$ cat src/rtl/start_seq_pkg.sv
`default_nettype none
// ----------------------------------------------------------------------------
// start_seq_pkg : shared state encoding and default widths for start_sequencer
// Rev 1.0
// ----------------------------------------------------------------------------
package start_seq_pkg;

  typedef enum logic [0:0] {
    ST_IDLE = 1'b0,
    ST_RUN  = 1'b1
  } state_e;

  localparam int CNT_W_DEF = 16;
  localparam int TMO_W_DEF = 16;

endpackage
`default_nettype wire

$ cat src/rtl/start_sequencer_if.sv
`default_nettype none
// ----------------------------------------------------------------------------
// start_sequencer_if : host/solver-facing bundle of the multi-channel sequencer
// Rev 1.0
// ----------------------------------------------------------------------------
interface start_sequencer_if
  import start_seq_pkg::*;
#(
  parameter int NUM_CH = 4,
  parameter int CNT_W  = CNT_W_DEF,
  parameter int TMO_W  = TMO_W_DEF
) ();

  logic [NUM_CH-1:0] start_req;
  logic [CNT_W-1:0]  iter_count;
  logic [TMO_W-1:0]  tmo_limit;
  logic [NUM_CH-1:0] done_in;
  logic [NUM_CH-1:0] start_pulse;
  logic [NUM_CH-1:0] busy;
  logic [NUM_CH-1:0] done_pulse;
  logic [NUM_CH-1:0] tmo_err;
  logic              all_idle;

  modport master (
    output start_req, iter_count, tmo_limit, done_in,
    input  start_pulse, busy, done_pulse, tmo_err, all_idle
  );

  modport slave (
    input  start_req, iter_count, tmo_limit, done_in,
    output start_pulse, busy, done_pulse, tmo_err, all_idle
  );

endinterface
`default_nettype wire

$ cat src/rtl/start_seq_channel.sv
`default_nettype none
// ----------------------------------------------------------------------------
// start_seq_channel : one start/done FSM with iteration counter and watchdog
// Rev 1.0
// ----------------------------------------------------------------------------
module start_seq_channel
  import start_seq_pkg::*;
#(
  parameter int CNT_W = CNT_W_DEF,
  parameter int TMO_W = TMO_W_DEF
) (
  input  logic             clk,
  input  logic             rst_async_n,
  input  logic             rst_sync,
  input  logic             i_start_req,
  input  logic [CNT_W-1:0] i_iter_count,
  input  logic [TMO_W-1:0] i_tmo_limit,
  input  logic             i_done_in,
  output logic             o_start_pulse,
  output logic             o_busy,
  output logic             o_busy_nxt,
  output logic             o_done_pulse,
  output logic             o_tmo_err
);

  localparam logic [CNT_W-1:0] c_iter_one  = CNT_W'(1);
  localparam logic [TMO_W-1:0] c_timer_one = TMO_W'(1);
  localparam logic [TMO_W-1:0] c_timer_max = '1;

  state_e           r_state, w_state_nxt;
  logic             r_start_pulse, w_start_pulse_nxt;
  logic             r_busy, w_busy_nxt;
  logic             r_done_pulse, w_done_pulse_nxt;
  logic             r_tmo_err, w_tmo_err_nxt;
  logic [CNT_W-1:0] r_iter_left, w_iter_left_nxt;
  logic [TMO_W-1:0] r_timer, w_timer_nxt;
  logic             w_done_seen;
  logic             w_timeout;

  // A done coinciding with our own start pulse belongs to the previous launch.
  assign w_done_seen = i_done_in && !r_start_pulse;
  assign w_timeout   = (i_tmo_limit != '0) && (r_timer == (i_tmo_limit - c_timer_one));

  always_comb begin
    w_state_nxt       = r_state;
    w_start_pulse_nxt = 1'b0;
    w_busy_nxt        = r_busy;
    w_done_pulse_nxt  = 1'b0;
    w_tmo_err_nxt     = r_tmo_err;
    w_iter_left_nxt   = r_iter_left;
    w_timer_nxt       = r_timer;
    case (r_state)
      ST_IDLE: begin
        w_busy_nxt = 1'b0;
        if (i_start_req) begin
          w_iter_left_nxt   = (i_iter_count == '0) ? c_iter_one : i_iter_count;
          w_timer_nxt       = '0;
          w_tmo_err_nxt     = 1'b0;
          w_start_pulse_nxt = 1'b1;
          w_busy_nxt        = 1'b1;
          w_state_nxt       = ST_RUN;
        end
      end
      ST_RUN: begin
        if (w_done_seen) begin
          if (r_iter_left == c_iter_one) begin
            w_state_nxt      = ST_IDLE;
            w_busy_nxt       = 1'b0;
            w_done_pulse_nxt = 1'b1;
          end else begin
            w_iter_left_nxt   = r_iter_left - c_iter_one;
            w_timer_nxt       = '0;
            w_start_pulse_nxt = 1'b1;
          end
        end else if (w_timeout) begin
          w_tmo_err_nxt = 1'b1;
          w_state_nxt   = ST_IDLE;
          w_busy_nxt    = 1'b0;
        end else if (r_timer != c_timer_max) begin
          w_timer_nxt = r_timer + c_timer_one;
        end
      end
      default: begin
        w_state_nxt = ST_IDLE;
        w_busy_nxt  = 1'b0;
      end
    endcase
  end

  always_ff @(negedge clk or negedge rst_async_n) begin
    if (!rst_async_n) begin
      r_state       <= ST_IDLE;
      r_start_pulse <= 1'b0;
      r_busy        <= 1'b0;
      r_done_pulse  <= 1'b0;
      r_tmo_err     <= 1'b0;
      r_iter_left   <= '0;
      r_timer       <= '0;
    end else if (rst_sync) begin
      r_state       <= ST_IDLE;
      r_start_pulse <= 1'b0;
      r_busy        <= 1'b0;
      r_done_pulse  <= 1'b0;
      r_tmo_err     <= 1'b0;
      r_iter_left   <= '0;
      r_timer       <= '0;
    end else begin
      r_state       <= w_state_nxt;
      r_start_pulse <= w_start_pulse_nxt;
      r_busy        <= w_busy_nxt;
      r_done_pulse  <= w_done_pulse_nxt;
      r_tmo_err     <= w_tmo_err_nxt;
      r_iter_left   <= w_iter_left_nxt;
      r_timer       <= w_timer_nxt;
    end
  end

  assign o_start_pulse = r_start_pulse;
  assign o_busy        = r_busy;
  assign o_busy_nxt    = w_busy_nxt;
  assign o_done_pulse  = r_done_pulse;
  assign o_tmo_err     = r_tmo_err;

endmodule
`default_nettype wire

$ cat src/rtl/start_sequencer.sv
`default_nettype none
// ----------------------------------------------------------------------------
// start_sequencer : NUM_CH independent start/done sequencers plus all_idle
// Rev 1.0
// ----------------------------------------------------------------------------
module start_sequencer
  import start_seq_pkg::*;
#(
  parameter int NUM_CH = 4,
  parameter int CNT_W  = CNT_W_DEF,
  parameter int TMO_W  = TMO_W_DEF
) (
  input  logic               clk,
  input  logic               rst_async_n,
  input  logic               rst_sync,
  start_sequencer_if.slave   bus
);

  logic [NUM_CH-1:0] w_start_pulse;
  logic [NUM_CH-1:0] w_busy;
  logic [NUM_CH-1:0] w_busy_nxt;
  logic [NUM_CH-1:0] w_done_pulse;
  logic [NUM_CH-1:0] w_tmo_err;
  logic              r_all_idle;

  generate
    for (genvar g = 0; g < NUM_CH; g++) begin : g_ch
      start_seq_channel #(
        .CNT_W (CNT_W),
        .TMO_W (TMO_W)
      ) u_ch (
        .clk           (clk),
        .rst_async_n   (rst_async_n),
        .rst_sync      (rst_sync),
        .i_start_req   (bus.start_req[g]),
        .i_iter_count  (bus.iter_count),
        .i_tmo_limit   (bus.tmo_limit),
        .i_done_in     (bus.done_in[g]),
        .o_start_pulse (w_start_pulse[g]),
        .o_busy        (w_busy[g]),
        .o_busy_nxt    (w_busy_nxt[g]),
        .o_done_pulse  (w_done_pulse[g]),
        .o_tmo_err     (w_tmo_err[g])
      );
    end
  endgenerate

  // Registered from the channels' next-busy so it changes on the same edge as busy.
  always_ff @(negedge clk or negedge rst_async_n) begin
    if (!rst_async_n) begin
      r_all_idle <= 1'b1;
    end else if (rst_sync) begin
      r_all_idle <= 1'b1;
    end else begin
      r_all_idle <= ~|w_busy_nxt;
    end
  end

  assign bus.start_pulse = w_start_pulse;
  assign bus.busy        = w_busy;
  assign bus.done_pulse  = w_done_pulse;
  assign bus.tmo_err     = w_tmo_err;
  assign bus.all_idle    = r_all_idle;

endmodule
`default_nettype wire

$ cat src/flat_wrapper.sv
// flat-port wrapper written by rule: the top's interface ports become plain ports
module start_sequencer_flat import start_seq_pkg::*;
#(
  parameter int NUM_CH = 4,
  parameter int CNT_W  = CNT_W_DEF,
  parameter int TMO_W  = TMO_W_DEF
)
  (clk, rst_async_n, rst_sync, bus_start_req, bus_iter_count, bus_tmo_limit, bus_done_in, bus_start_pulse, bus_busy, bus_done_pulse, bus_tmo_err, bus_all_idle);
  start_sequencer_if #(.NUM_CH(NUM_CH), .CNT_W(CNT_W), .TMO_W(TMO_W)) bus_i ();
  input  logic clk;
  input  logic rst_async_n;
  input  logic rst_sync;
  input wire logic [$bits(bus_i.start_req)-1:0] bus_start_req;
  input wire logic [$bits(bus_i.iter_count)-1:0] bus_iter_count;
  input wire logic [$bits(bus_i.tmo_limit)-1:0] bus_tmo_limit;
  input wire logic [$bits(bus_i.done_in)-1:0] bus_done_in;
  output wire logic [$bits(bus_i.start_pulse)-1:0] bus_start_pulse;
  output wire logic [$bits(bus_i.busy)-1:0] bus_busy;
  output wire logic [$bits(bus_i.done_pulse)-1:0] bus_done_pulse;
  output wire logic [$bits(bus_i.tmo_err)-1:0] bus_tmo_err;
  output wire logic [$bits(bus_i.all_idle)-1:0] bus_all_idle;
  assign bus_i.start_req = bus_start_req;
  assign bus_i.iter_count = bus_iter_count;
  assign bus_i.tmo_limit = bus_tmo_limit;
  assign bus_i.done_in = bus_done_in;
  assign bus_start_pulse = bus_i.start_pulse;
  assign bus_busy = bus_i.busy;
  assign bus_done_pulse = bus_i.done_pulse;
  assign bus_tmo_err = bus_i.tmo_err;
  assign bus_all_idle = bus_i.all_idle;
  start_sequencer #(.NUM_CH(NUM_CH), .CNT_W(CNT_W), .TMO_W(TMO_W)) u_core (.clk(clk), .rst_async_n(rst_async_n), .rst_sync(rst_sync), .bus(bus_i));
endmodule
$ cat config.mk
export PLATFORM = sky130hd
export DESIGN_NAME = start_sequencer_flat
export DESIGN_NICKNAME = d
export VERILOG_FILES = /design/src/rtl/start_seq_pkg.sv /design/src/rtl/start_sequencer_if.sv /design/src/rtl/start_seq_channel.sv /design/src/rtl/start_sequencer.sv /design/src/flat_wrapper.sv
export SDC_FILE = /design/constraint.sdc
export NUM_CORES = 1
export LEC_CHECK = 0
export ABC_AREA = 1
export BUFFER_PORTS_ARGS = -buffer_cell sky130_fd_sc_hd__buf_2
export CAP_MARGIN = 10
export CORE_ASPECT_RATIO = 1.75
export CORE_MARGIN = 5
export CORE_UTILIZATION = 25
export DETAILED_ROUTE_END_ITERATION = 8
export SLEW_MARGIN = 20
export SYNTH_ARGS = -nofsm -noshare
export SYNTH_HDL_FRONTEND = slang
export SYNTH_SLANG_ARGS = --single-unit
$ cat constraint.sdc
create_clock -name clk -period 3.1 [get_ports clk]
set_clock_uncertainty 0.1 [all_clocks]
set_input_delay 0.155 -clock clk [delete_from_list [all_inputs] [get_ports clk]]
set_output_delay 0.155 -clock clk [all_outputs]
set_load 0.1 [all_outputs]
## Word level (Yosys, flattened, before mapping)

Index checks and enable logic that the tools add are counted.

- Register bits: 149
- Bits of input ports: 43
- Output and inout bits: 17
- Word-level logic and storage cells: 256

- Add/sub/neg operators: 9
- Eq/ne operators: 44
- Mux-type cells: 142
- Bitwise gates (word level): 4
- Reductions and logical operators: 28

Operator list:

| cell | number |
|---|---|
| 16-bit 2-to-1 mux | 41 |
| 16-bit one-hot mux with 2 select lines | 8 |
| 16-bit by 1-bit subtractor with 16-bit output (second input constant) | 5 |
| 1-bit 2-to-1 mux | 77 |
| 16-bit by 1-bit adder with 16-bit output (second input constant) | 4 |
| 16-bit by 1-bit equality test with 1-bit output (second input constant) | 4 |
| 16-bit equality test | 4 |
| 16-bit inequality test (second input constant) | 4 |
| 3-bit inequality test (second input constant) | 12 |
| 4-bit inequality test (second input constant) | 8 |
| 1-bit one-hot mux with 2 select lines | 16 |
| 3-bit by 2-bit inequality test with 1-bit output (second input constant) | 8 |
| 3-bit AND reduction | 8 |
| 16-bit zero test | 1 |
| 4-bit by 2-bit inequality test with 1-bit output (second input constant) | 4 |
| 4-bit AND reduction | 4 |
| 16-bit nonzero test | 1 |
| 1-bit logical AND | 8 |
| 1-bit zero test | 5 |
| 1-bit NOT | 4 |
| 4-bit OR reduction | 1 |

## Depth between registers and ports, before layout

- Depth in word-level cells: 9
- Mapped depth: 21
- Depth with buffers taken out: 19

## Cells and area by module

Synthesis repeated with hierarchy kept, for this count alone.

- Cells, all modules: 1987
- Area, all modules: 12862.3 um^2

By module, submodules not included:

| module | times used | cells each | area an instance (um^2) | seq. area each (um^2) |
|---|---|---|---|---|
| start_seq_channel at u_core.g_ch[0].u_ch ... | 2 | 490 | 3193.1 | 925.9 |
| start_seq_channel at u_core.g_ch[2].u_ch | 1 | 508 | 3285.7 | 925.9 |
| start_seq_channel at u_core.g_ch[3].u_ch | 1 | 492 | 3141.8 | 925.9 |
| start_sequencer | 1 | 7 | 48.8 | 26.3 |

==> flow_metrics.env <==
export IMPL_routed_via_count=12300
export IMPL_max_cap_violations=0
export IMPL_drive_above_1_share=0.235
export IMPL_slew_violations=0
export IMPL_rr_worst_depth=13
export IMPL_dp_cells=2436
export IMPL_hp_class="flop to flop"
export IMPL_tightest_slew_ns=0.543
export IMPL_route_met2_wl_um=22000
export IMPL_grt_pass1_vias=12200
export IMPL_cts_root_buf="clkbuf_16"
export IMPL_antenna_found_initial=1
export IMPL_die_area_um2=49000
export IMPL_grt_pass1_wl_um=65900
export IMPL_ant_nets=0
export IMPL_ios=60
export IMPL_cts_tree="done"
export IMPL_track_usage=0.172
export IMPL_synth_warnings=0
export IMPL_wl_met1_um=15300
export IMPL_yosysTopAreaCellShare=0.332
export IMPL_via_per_inst=4.89
export IMPL_crit_path_start_kind="input pin"
export IMPL_synth_cell_types=49
export IMPL_layout_commonest_cell="nand2_1"
export IMPL_die_x_um=170
export IMPL_critPathRequiredTime_ns=1.70
export IMPL_die_y_um=289
export IMPL_layout_common_cells="nand2_1, buf_4, inv_1"
export IMPL_drc=0
export IMPL_post_route_util=0.332
export IMPL_cp_end_kind="flop"
export IMPL_wl_um=42100
export IMPL_maxUsedRoutingLayer="met4"
export IMPL_synth_nets=1749
export IMPL_leakage_nw=6.57
export IMPL_syn2layout_area_growth_pct=31.6
export IMPL_finalHoldViolCount=0
export IMPL_cts_max_level=4
export IMPL_final_cells=2508
export IMPL_dp_hpwl_um=32900
export IMPL_post_place_ws_ns=-1.26
export IMPL_synthCells=1693
export IMPL_syn_area_um2=11100
export IMPL_r2r_start="u_core.g_ch[0].u_ch.r_timer[0]"
export IMPL_port_buffers=59
export IMPL_grt_max_degree=50
export IMPL_clock_latency_ns=0.42
export IMPL_wl_met3_um=1430
export IMPL_multi_input_area_um2=6680
export IMPL_ys_seq_area_frac=0.335
export IMPL_p_per_area_nw_per_um2=390
export IMPL_final_nets=1978
export IMPL_coreArea_um2=44200
export IMPL_worstHoldPathCells=2
export IMPL_grt_overflow_total=0
export IMPL_path_max_fanout=6
export IMPL_rsz0062_at_grt="yes"
export IMPL_drtIter0Drc=826
export IMPL_post_drt_wl_per_cell_um=16.8
export IMPL_start_util=0.252
export IMPL_hold_start="u_core.g_ch[2].u_ch.o_tmo_err"
export IMPL_clkSinkCount=149
export IMPL_dr_pass1_iters=5
export IMPL_finalWeightedCongestion=0.955
export IMPL_setup_slack_ns=-0.475
export IMPL_row_count=102
export IMPL_violations="setup timing"
export IMPL_outcome="finished, violations left"
export IMPL_regArea_um2=3730
export IMPL_synth_top_cell_by_area="dfrtn_1"
export IMPL_fillers=4806
export IMPL_synth_avg_cell_area_um2=6.58
export IMPL_cts_max_path_buffers=2
export IMPL_max_slew_margin=0.638
export IMPL_clk_pin_slew_ns=0.05
export IMPL_synth_area_leaders="dfrtn_1, nand2_1, nand3_1, nor2_1, inv_1"
export IMPL_ys_ff_latch=149
export IMPL_critical_path_class="input pin to flop"
export IMPL_setup_viol_count_final=109
export IMPL_ir_worst_vdd_v=0.000372
export IMPL_cts_inserted_buffers=17
export IMPL_cp_arrival_ns=2.18
export IMPL_startpoint="bus_tmo_limit[0]"
## where the power goes
part           internal [W]  switching, W  total (W)
clock               0.00104      0.000967    0.00201
sequential          0.00207      0.000111    0.00218
combinational      0.000563      0.000969    0.00153
## kinds of logic after synthesis
| logic type | after synthesis | share of synthesized area |
|---|---|---|
| simple gates | 952 | 0.372 |
| buf+inv | 262 | 0.100 |
| compound gates | 252 | 0.128 |
| flops | 149 | 0.335 |
| xor+xnor | 65 | 0.0511 |
| fa+ha+maj | 13 | 0.0146 |
## per-layer routing
| metal | GRT usage | vias up |
|---|---|---|
| li1 | - | 5987 |
| met1 | 0.176 | 5798 |
| met2 | 0.316 | 337 |
| met3 | 0.0216 | 141 |
| met4 | 0.127 | 0 |
| met5 | 0 | - |
## critical path, stage by stage
cell and delay (ns):
buf_8 0.11, inv_8 0.05, buf_4 0.10, nand2_2 0.08, nor2_4 0.20, buf_12 0.14
nand3_2 0.11, buf_4 0.17, nand3_1 0.08, nand2_1 0.05, nand2_1 0.10, nor2_4 0.05
nand4_2 0.10, nand2_2 0.09, buf_6 0.14, nor2_4 0.12, buf_6 0.13, buf_12 0.13
o22ai_4 0.07
## repair_timing
item	4_1_cts	5_1_grt
resized for setup	114	27
pin swaps	38	14
gates cloned	1	0
setup endpoints to repair	118	113
buffers inserted	32	6
hold buffers	0	0
## stage by stage
| stage | total power (W) | area [µm²] | hold slack, ns | TNS [ns] |
|---|---|---|---|---|
| 2_1_floorplan | 0.00309 | 11300 | 0.303 | -50.95 |
| 3_3_place_gp | 0.00361 | 13300 | 0.324 | -106.24 |
| 3_5_place_dp | 0.00363 | 13300 | 0.330 | -109.94 |
| 4_1_cts | 0.00575 | 14500 | 0.346 | -35.20 |
| 5_1_grt | 0.00603 | 14700 | 0.364 | -52.33 |
| 6_report | 0.00572 | 14700 | 0.339 | -39.23 |
## final timing paths
kind	endpoint	slack, ns
min	u_core.g_ch[2].u_ch.o_tmo_err	0.34
max	u_core.g_ch[3].u_ch.r_iter_left[5]	-0.48
max reg2reg	u_core.g_ch[0].u_ch.r_timer[10]	0.54
min reg2reg	u_core.g_ch[2].u_ch.o_tmo_err	0.34
min in group asynchronous	u_core.g_ch[0].u_ch.o_done_pulse	0.90
max in group asynchronous	u_core.g_ch[2].u_ch.r_iter_left[4]	1.30
## synth_stat cells, drive strengths merged
cell type and number:
a21boi 4, a41o 1, o211ai 4, o221ai 5
dfstp 1, xnor2 5, nor3b 3, o22ai 7
a221oi 2, or2 10, o31ai 5, o21a 2
nand3b 3, nand3 157, nor2 198, and3 2
buf 39, a31oi 2, nand2 462, clkinv 6
nor4 20, o21bai 1, o21ai 179, inv 189
clkbuf 28, xor2 60, a21oi 34, a32o 5
ha 13, nand4 22, dfrtn 148, a22o 1
and2 1, nor3 74
## cell type report
type / count / share of cell area
clock inverter: 16 / 0.00871
inverter: 194 / 0.0528
sequential: 149 / 0.254
tap: 572 / 0.0488
timing repair buffer: 277 / 0.150
antenna: 1 / 0.000171
multi-input combinational: 1282 / 0.456
clock buffer: 17 / 0.0290
## registers in the layout, indices dropped and copies added (netlist names)
signal	count
u_core.bus.all_idle	1
u_core.g_ch.u_ch.o_busy	4
u_core.g_ch.u_ch.o_done_pulse	4
u_core.g_ch.u_ch.o_start_pulse	4
u_core.g_ch.u_ch.o_tmo_err	4
u_core.g_ch.u_ch.r_iter_left	64
u_core.g_ch.u_ch.r_state	4
u_core.g_ch.u_ch.r_timer	64
Note: power is estimated with default switching activity, not from simulation.
